## config.mk

```make
export PLATFORM = sky130hd
export DESIGN_NAME = tls_multi
export DESIGN_NICKNAME = d
export VERILOG_FILES = /design/src/rtl/tls_multi.sv
export SDC_FILE = /design/constraint.sdc
export NUM_CORES = 1
export LEC_CHECK = 0
export ABC_CLOCK_PERIOD_IN_PS = 3600
export BUFFER_PORTS_ARGS = -buffer_cell sky130_fd_sc_hd__clkbuf_2
export CORE_ASPECT_RATIO = 0.8
export CORE_UTILIZATION = 29
export DETAILED_ROUTE_END_ITERATION = 8
export GPL_TIMING_DRIVEN = 0
export PLACE_DENSITY = 0.6
export REMOVE_ABC_BUFFERS = 1
export SYNTH_ARGS = -nofsm -noshare
export SYNTH_HDL_FRONTEND = slang
export SYNTH_SLANG_ARGS = --single-unit
export TNS_END_PERCENT = 30
```

## constraint.sdc

```tcl
create_clock -name clk -period 3.6 [get_ports clk]
set_input_delay 0.36 -clock clk [delete_from_list [all_inputs] [get_ports clk]]
set_output_delay 0.36 -clock clk [all_outputs]
set_load 0.01 [all_outputs]
```

## src/rtl/tls_multi.sv

```systemverilog
// tls_multi -- round-robin traffic-light sequencer for NUM_DIR approaches.
//
// Each approach gets GREEN -> YELLOW -> ALL-RED clearance in turn, then the
// next approach is served. The three durations are loaded at reset with the
// G_DEF/Y_DEF/AR_DEF defaults and can be reloaded at runtime with `set`.
// An emergency preempt request steers the sequence toward one approach and
// holds its green for as long as the request stays high.
//
// Ports:
//   clk, reset       clock; synchronous active-high reset
//   set              load gin/yin/arin, restart at approach 0 GREEN
//   stop             freeze phase, approach and counter
//   jump             abort the current phase, go to ALL-RED of this approach
//   preempt          level request for emergency green
//   preempt_dir      approach to grant while preempt is high
//   gin, yin, arin   green / yellow / all-red durations in cycles
//   gout, yout       one-hot green / yellow lamp per approach
//   rout             red lamp per approach (neither green nor yellow)
//   dir_o            approach currently being served
//   phase_o          0 = GREEN, 1 = YELLOW, 2 = ALL-RED
//   cycle_done       one-cycle pulse at the end of the full round
//
// Control priority each cycle: reset > set > jump > stop > preempt > normal.

module tls_multi #(
  parameter int NUM_DIR = 2,
  parameter int CW      = 6,
  parameter int G_DEF   = 8,
  parameter int Y_DEF   = 3,
  parameter int AR_DEF  = 1,
  localparam int DW     = (NUM_DIR > 2) ? $clog2(NUM_DIR) : 1
) (
  input  logic               clk,
  input  logic               reset,
  input  logic               set,
  input  logic               stop,
  input  logic               jump,
  input  logic               preempt,
  input  logic [DW-1:0]      preempt_dir,
  input  logic [CW-1:0]      gin,
  input  logic [CW-1:0]      yin,
  input  logic [CW-1:0]      arin,
  output logic [NUM_DIR-1:0] gout,
  output logic [NUM_DIR-1:0] yout,
  output logic [NUM_DIR-1:0] rout,
  output logic [DW-1:0]      dir_o,
  output logic [1:0]         phase_o,
  output logic               cycle_done
);

  typedef enum logic [1:0] {
    PH_GREEN  = 2'd0,
    PH_YELLOW = 2'd1,
    PH_ALLRED = 2'd2
  } phase_e;

  localparam logic [DW-1:0] LAST_DIR  = DW'(NUM_DIR - 1);
  localparam logic [DW-1:0] DIR_ONE   = DW'(1);
  localparam logic [DW:0]   NUM_DIR_W = (DW + 1)'(NUM_DIR);
  localparam logic [CW-1:0] CNT_ONE   = CW'(1);

  phase_e        phase_q, phase_d;
  logic [DW-1:0] dir_q, dir_d;
  logic [CW-1:0] cnt_q, cnt_d;
  logic [CW-1:0] g_dur_q, g_dur_d;
  logic [CW-1:0] y_dur_q, y_dur_d;
  logic [CW-1:0] ar_dur_q, ar_dur_d;

  logic [CW-1:0] cur_dur;
  logic [CW-1:0] last_cnt;
  logic          phase_end;
  logic          pre_valid;
  logic [DW-1:0] next_dir;
  logic [NUM_DIR-1:0] dir_onehot;

  // Duration of the phase we are in. A stored 0 behaves like 1, so the
  // final count value is 0 in both cases; this keeps every phase >= 1 cycle.
  always_comb begin
    cur_dur = ar_dur_q;
    case (phase_q)
      PH_GREEN:  cur_dur = g_dur_q;
      PH_YELLOW: cur_dur = y_dur_q;
      default:   cur_dur = ar_dur_q;
    endcase
  end

  assign last_cnt  = (cur_dur == '0) ? '0 : (cur_dur - CNT_ONE);
  assign phase_end = (cnt_q == last_cnt);

  // A request naming a non-existent approach is treated as no request.
  assign pre_valid = preempt && ({1'b0, preempt_dir} < NUM_DIR_W);

  assign next_dir = pre_valid ? preempt_dir
                  : ((dir_q == LAST_DIR) ? '0 : (dir_q + DIR_ONE));

  always_comb begin
    phase_d  = phase_q;
    dir_d    = dir_q;
    cnt_d    = cnt_q;
    g_dur_d  = g_dur_q;
    y_dur_d  = y_dur_q;
    ar_dur_d = ar_dur_q;

    if (set) begin
      g_dur_d  = gin;
      y_dur_d  = yin;
      ar_dur_d = arin;
      phase_d  = PH_GREEN;
      dir_d    = '0;
      cnt_d    = '0;
    end else if (jump) begin
      // Also restarts clearance when already in ALL-RED.
      phase_d = PH_ALLRED;
      cnt_d   = '0;
    end else if (stop) begin
      // everything held
    end else if ((phase_q == PH_GREEN) && pre_valid && (preempt_dir != dir_q)) begin
      // Emergency: cut this green short with no minimum; yellow and
      // clearance still run in full before the granted green.
      phase_d = PH_YELLOW;
      cnt_d   = '0;
    end else if ((phase_q == PH_GREEN) && pre_valid) begin
      // Granted approach keeps green; count resumes after release.
    end else if (phase_end) begin
      cnt_d = '0;
      case (phase_q)
        PH_GREEN:  phase_d = PH_YELLOW;
        PH_YELLOW: phase_d = PH_ALLRED;
        default: begin
          phase_d = PH_GREEN;
          dir_d   = next_dir;
        end
      endcase
    end else begin
      cnt_d = cnt_q + CNT_ONE;
    end
  end

  always_ff @(posedge clk) begin
    if (reset) begin
      phase_q  <= PH_GREEN;
      dir_q    <= '0;
      cnt_q    <= '0;
      g_dur_q  <= CW'(G_DEF);
      y_dur_q  <= CW'(Y_DEF);
      ar_dur_q <= CW'(AR_DEF);
    end else begin
      phase_q  <= phase_d;
      dir_q    <= dir_d;
      cnt_q    <= cnt_d;
      g_dur_q  <= g_dur_d;
      y_dur_q  <= y_dur_d;
      ar_dur_q <= ar_dur_d;
    end
  end

  // Lamp decode straight from registered state.
  always_comb begin
    for (int i = 0; i < NUM_DIR; i++) begin
      dir_onehot[i] = (dir_q == DW'(i));
    end
  end

  assign gout    = (phase_q == PH_GREEN)  ? dir_onehot : '0;
  assign yout    = (phase_q == PH_YELLOW) ? dir_onehot : '0;
  assign rout    = ~(gout | yout);
  assign dir_o   = dir_q;
  assign phase_o = phase_q;

  // End of the last approach's clearance closes the round, whichever
  // approach is served next.
  assign cycle_done = (phase_q == PH_ALLRED) && (dir_q == LAST_DIR) && phase_end
                      && !reset && !set && !jump && !stop;

endmodule
```

Yosys cells after proc, flatten, opt, wreduce, memory -nomap -nowiden

Cells that the tools add are included.

Register bits after elaboration: 27
Input port bits: 25
Logic and storage cells: 63

$add $sub $neg: 3
Equality and inequality tests: 7
Muxes and demuxes: 15
Bitwise operators: 8
Reductions and logical operators: 23

Operators by type and width:

| kind                                                  | number |
|---|---|
| 2-to-1 mux 6 bit                                      | 4 |
| 2-to-1 mux 2 bit                                      | 7 |
| one-hot mux 6 bit (2 select lines)                    | 1 |
| logical AND 1 bit                                     | 8 |
| adder 6 x 1 -> 6 bit, second input constant           | 1 |
| == test 6 bit                                         | 1 |
| zero test 6 bit                                       | 1 |
| inverter 1 bit                                        | 6 |
| AND reduction 3 bit                                   | 2 |
| AND reduction 6 bit                                   | 1 |
| subtractor 6 x 1 -> 6 bit, second input constant      | 1 |
| zero test 1 bit                                       | 4 |
| inequality test 2 x 1 -> 1 bit, second input constant | 2 |
| one-hot mux 2 bit (2 select lines)                    | 1 |
| OR reduction 2 bit                                    | 2 |
| inequality test 3 x 2 -> 1 bit, second input constant | 1 |
| nonzero test 3 bit                                    | 1 |
| OR reduction 3 bit                                    | 1 |
| == test 2 x 1 -> 1 bit, second input constant         | 1 |
| == test 2 bit, second input constant                  | 1 |
| zero test 2 bit                                       | 1 |
| 2-to-1 mux 1 bit                                      | 2 |
| inverter 2 bit                                        | 1 |
| OR 2 bit                                              | 1 |
| 4 further kinds                                       | 4 |

Logic depth before layout (Yosys ltp)

Word-level depth: 10
Mapped depth: 12
Gate-level depth less buffers: 11

Worst setup path after synthesis

Ideal clock, no wire load.

Path type: flip-flop to output port
Start: register phase_q[0] (netlist: phase_o[0])
End: output port cycle_done
Data arrival time: 2.712 ns
Required time: 3.240 ns
Path slack: 0.528 ns
Cell stages (with the launch flop): 12
Buffers on the path: 1
Cells stage by stage: dfxtp_1 > buf_6 > mux2i_1 > o21ai_0 > inv_1 > ha_1 > o211ai_4 > o41ai_4 > xnor2_1 > a211oi_2 > nand4b_1 > nor4_1

Cells in the longest elaborated chain, start to end: 10
Elaborated cells between the ends (all ways): 14
Classes of those cells: add/sub: 1; eq/ne: 3; mux: 2; reduce/logical: 8

Ends and longest elaborated chain:

| what                                                                | line | RTL |
|---|---|---|
| start, declared                                                     | 62   | `phase_e phase_q, phase_d;` |
| start signal, assigned                                              | 148  | `phase_q <= phase_d;` |
| == test 2 x 1 -> 1 bit / zero test 2 bit (equally long branches)    | 80   | `case (phase_q)` |
| one-hot mux 6 bit (2 select lines)                                  | 80   |  |
| subtractor 6 x 1 -> 6 bit / zero test 6 bit (equally long branches) | 87   | `assign last_cnt = (cur_dur == '0) ? '0 : (cur_dur - CNT_ONE);` |
| 2-to-1 mux 6 bit                                                    | 87   |  |
| == test 6 bit                                                       | 88   | `assign phase_end = (cnt_q == last_cnt);` |
| logical AND 1 bit (*)                                               | 172  | `assign cycle_done = (phase_q == PH_ALLRED) && (dir_q == LAST_DIR) && phase_end` |
| logical AND 1 bit (*) (4 in a row)                                  | 173  | `&& !reset && !set && !jump && !stop;` |
| end, declared                                                       | 48   | `output logic cycle_done` |

Every way passes the cells marked *; elsewhere a longest branch is shown, timed or not.

Final worst setup path

Ends and elaborated chain as after synthesis.

==> results.md <==
* Finished Layout Cells at 280
* Syn Area/Cell at 8.628 µm²
* Req. time, crit path at roughly 3200 ps
* Final Instance Area at 0.001891 mm²
* Placed Cells incl. Taps at 270
* P_int at 0.4540 mW
* H-tree levels at 1
* Diode count at 0
* Slowest-stage cell, CP: dfxtp_4
* Cts bufs inserted at 3
* Unrepaired setup endpoints after global routing: no
* Post-DP HPWL at 2.559 mm
* Predominant post-synthesis flop cell: dfxtp_1
* CP Class: reg -> out
* GRT Overall Usage at about an eighth
* IO buf count at 34
* Post-layout util at 36.91%
* Yosys top cell area share at between 30% and 40%
* R2R Setup Slk at about 740 ps
* Worst-path cell chain: mux2i_1, o21ai_1, inv_1, ha_2, o211ai_4, o41ai_4, xnor2_1, a211oi_2, nand4b_1, nor4_2, clkbuf_2
* First-pass GRT wire length at 5.630 mm
* I/O Pins at 35
* Synth async-reset ratio at 0%
* Routed WL at 3.448 mm
* Starting Density at 30.83%
* Placed inst area at 0.001784 mm²
* HP Start: arin[0]
* Crit path DAT at 2920 ps
* Crit-path max cell delay at 440 ps
* Hold Path Sink: ar_dur_q[0]$_SDFFE_PP1P_
* Fin crit share at 91.16%
* Via density per instance at 4.961
* Wire length per cell at 12.31 µm
* Die Width at ~85 µm
* Layout cells sized above 1 at roughly 26%
* Synth unique cells at between 40 and 50
* Status: finished, final reports clean
* Synth top area cells: dfxtp_1 34%, mux2i_1 12%, nor2_1 6.9%, nand2_1 3.3%, xnor2_1 3.3%
* #FFs+latches synth at 27
* Final Max Slew Viols at 0
* Crit. End Element: output port
* Cells after Synth at about 180
* Die footprint at 0.005746 mm²
* Final hold vios at 0
* Pwr Density at 338.9 mW/mm²
* Number of flops mapped to enable cells by yosys at 0
* CTS tree: yes
* Antenna-violating nets left at 0
* Reg2Reg Launch Point: phase_o[0]$_SDFFE_PP0P_
* R2R cell count at 11
* Place WS at -237.7 ps
* WHS at 283.7 ps
* Type of origin of the critical path: register
* Core area at approximately 0.0051 mm²
* Antenna violations before repair at 0
* Clock share of power at between 20% and 30%
* Seq/Total Area, Yosys at 34.23%
* Syn Std Cell Area at 0.001579 mm²
* LEAKAGE at 0.7623 nW
* CTS Root Buffer Type: clkbuf_8
* Worst clock skew at approximately 1.6 ps
* Clk pin slew, worst setup/hold paths at 90 ps
* Slew headroom at roughly 51%
* Setup ws final at 318.1 ps
* Detailed Routing Iterations Pass 1 at 4
* Vias in the first global route at 1,163
* Max FO, Critical Path at 11
* Slew @ Worst Pin at 727.3 ps
* Worst VDD drop at 0.1781 mV
* Hold depth at 2
* CTS max path bufs at 2
* Flop pwr share at between 50% and 60%
* Comb pwr share at 21.8%
* Hold Crit Class: in -> reg
* Synth area leader: dfxtp_1
* DRT iter0 DRCs at between 60 and 70
* R2R Path End: phase_o[1]$_SDFFE_PP0P_
* DRC errors left at 0
* Layout net count at roughly 250
* Max-Cap Viols at 0
* Via Count at around 1,400
* Clock tree sinks at 27
* Final setup vio count at 0
* Fmax at 304.7 MHz
* Row count at 23
* Final setup TNS at 0 ps
* Tmin final at 3282 ps
* Clock Latency Late Sink at 270 ps
* GPL Wtd Cong at 0.7956
* P_sw at 0.1868 mW
* Die Y-Extent at ~70 µm
* GR Overflow Total at 0
* Synth-to-layout area growth at 19.73%
* Sw Ratio at 29.15%
* Largest net degree at the start of global routing at 26
* Yosys synthesis warning count at 0
* Design Power at roughly 0.64 mW
[sequential cells by signal (all words and copies together), names as in the netlist]
| register | flops |
|---|---|
| ar_dur_q | 6 |
| cnt_q | 6 |
| dir_o | 1 |
| g_dur_q | 6 |
| phase_o | 2 |
| y_dur_q | 6 |
[how the worst max path moves through the flow]
stage                 endpoint  depth (start not counted)                    start  slack, ps
CTS                 cycle_done                         11  phase_o[0]$_SDFFE_PP0P_         40
global route        cycle_done                         11  phase_o[0]$_SDFFE_PP0P_         90
detailed placement  cycle_done                         10  phase_o[1]$_SDFFE_PP0P_       -240
finish              cycle_done                         11  phase_o[0]$_SDFFE_PP0P_        320
global placement    cycle_done                         10  phase_o[1]$_SDFFE_PP0P_       -230
floorplan           cycle_done                         10  phase_o[0]$_SDFFE_PP0P_        310
[critical path: cells and delay by family (launching register included)]
family	cells	cell delay (ps)
compound gates	4	920
flops	1	440
xor+xnor	1	110
buf+inv	2	280
mux	1	200
fa+ha+maj	1	260
simple gates	2	420
[area by class of cell]
type                    count  area [µm²]
clock buffers               4       45.04
inverters                   6       22.52
flip-flops and latches     27       548.0
well taps                  62       77.57
fillers                   549        3232
repair buffers             40       215.2
multi-input cells         141       982.2
[cell usage after synthesis, drive strengths merged, types with 5 or more instances]
library cell / instances
nor2: 29
mux2i: 20
xnor2: 6
dfxtp: 27
nand2: 14
buf: 5
o21a: 5
o21ai: 10
nor3: 9
inv: 6
[power by group through the flow]
stage | sequential, mW | clock (mW) | combinational [mW]
floorplan | 0.328 | 0 | 0.0954
global placement | 0.331 | 0 | 0.135
detailed placement | 0.332 | 0 | 0.136
CTS | 0.324 | 0.185 | 0.138
global route | 0.326 | 0.194 | 0.155
finish | 0.323 | 0.178 | 0.140
[placed cells by master, fill, tap and decap left out, types with 2 or more instances in the layout]
cell | synthesis | routed
o21ai_0 | 7 | 6
dfxtp_1 | 27 | 25
a22o_1 | 2 | 2
inv_1 | 6 | 6
nor4_1 | 3 | 2
xnor2_1 | 6 | 6
nor2b_1 | 4 | 4
nand4_1 | 2 | 2
clkbuf_8 | 0 | 3
mux2i_1 | 19 | 19
o21ai_2 | 2 | 2
buf_4 | 0 | 6
nand2_1 | 14 | 14
o211ai_1 | 3 | 3
or3_1 | 3 | 3
xor2_1 | 2 | 2
nand3_1 | 3 | 3
and3_1 | 2 | 2
o21a_1 | 5 | 5
a211o_1 | 4 | 4
nor2_1 | 29 | 29
clkbuf_2 | 0 | 34
dfxtp_4 | 0 | 2
nor3_1 | 9 | 9
nand2b_1 | 2 | 2
o21ai_1 | 1 | 2
[logic make-up (layout without fill, tap and decap cells)]
group | after synthesis | after routing | share of synthesized area [%]
muxes | 20 | 20 | 13.47
buffers and inverters | 15 | 50 | 4.120
DFF | 27 | 27 | 34.23
and+or+nand+nor | 75 | 75 | 22.74
xor gates and xnor gates | 8 | 8 | 4.438
AOI/OAI and AO/OA | 36 | 36 | 19.41
adders and majority gates | 2 | 2 | 1.585
[routing by layer]
metal | share of wire (%) | GRT usage (%) | vias up
met2 | 41 | 18.09 | 26
met3 | 4.5 | 2.895 | 5
met5 | 0 | 0 | -
met4 | 0.55 | 2.119 | 0
li1 | - | - | 729
met1 | 54 | 18.28 | 629
[timing repair]
item | 4_1_cts | 5_1_grt
buffers inserted | 0 | 6
cloned | 0 | 0
resized for setup | 7 | 0
hold buffers | 0 | 0
pin swaps | 0 | 2
setup endpoints to repair | 1 | 1
Power figures use the tool's default switching activity.
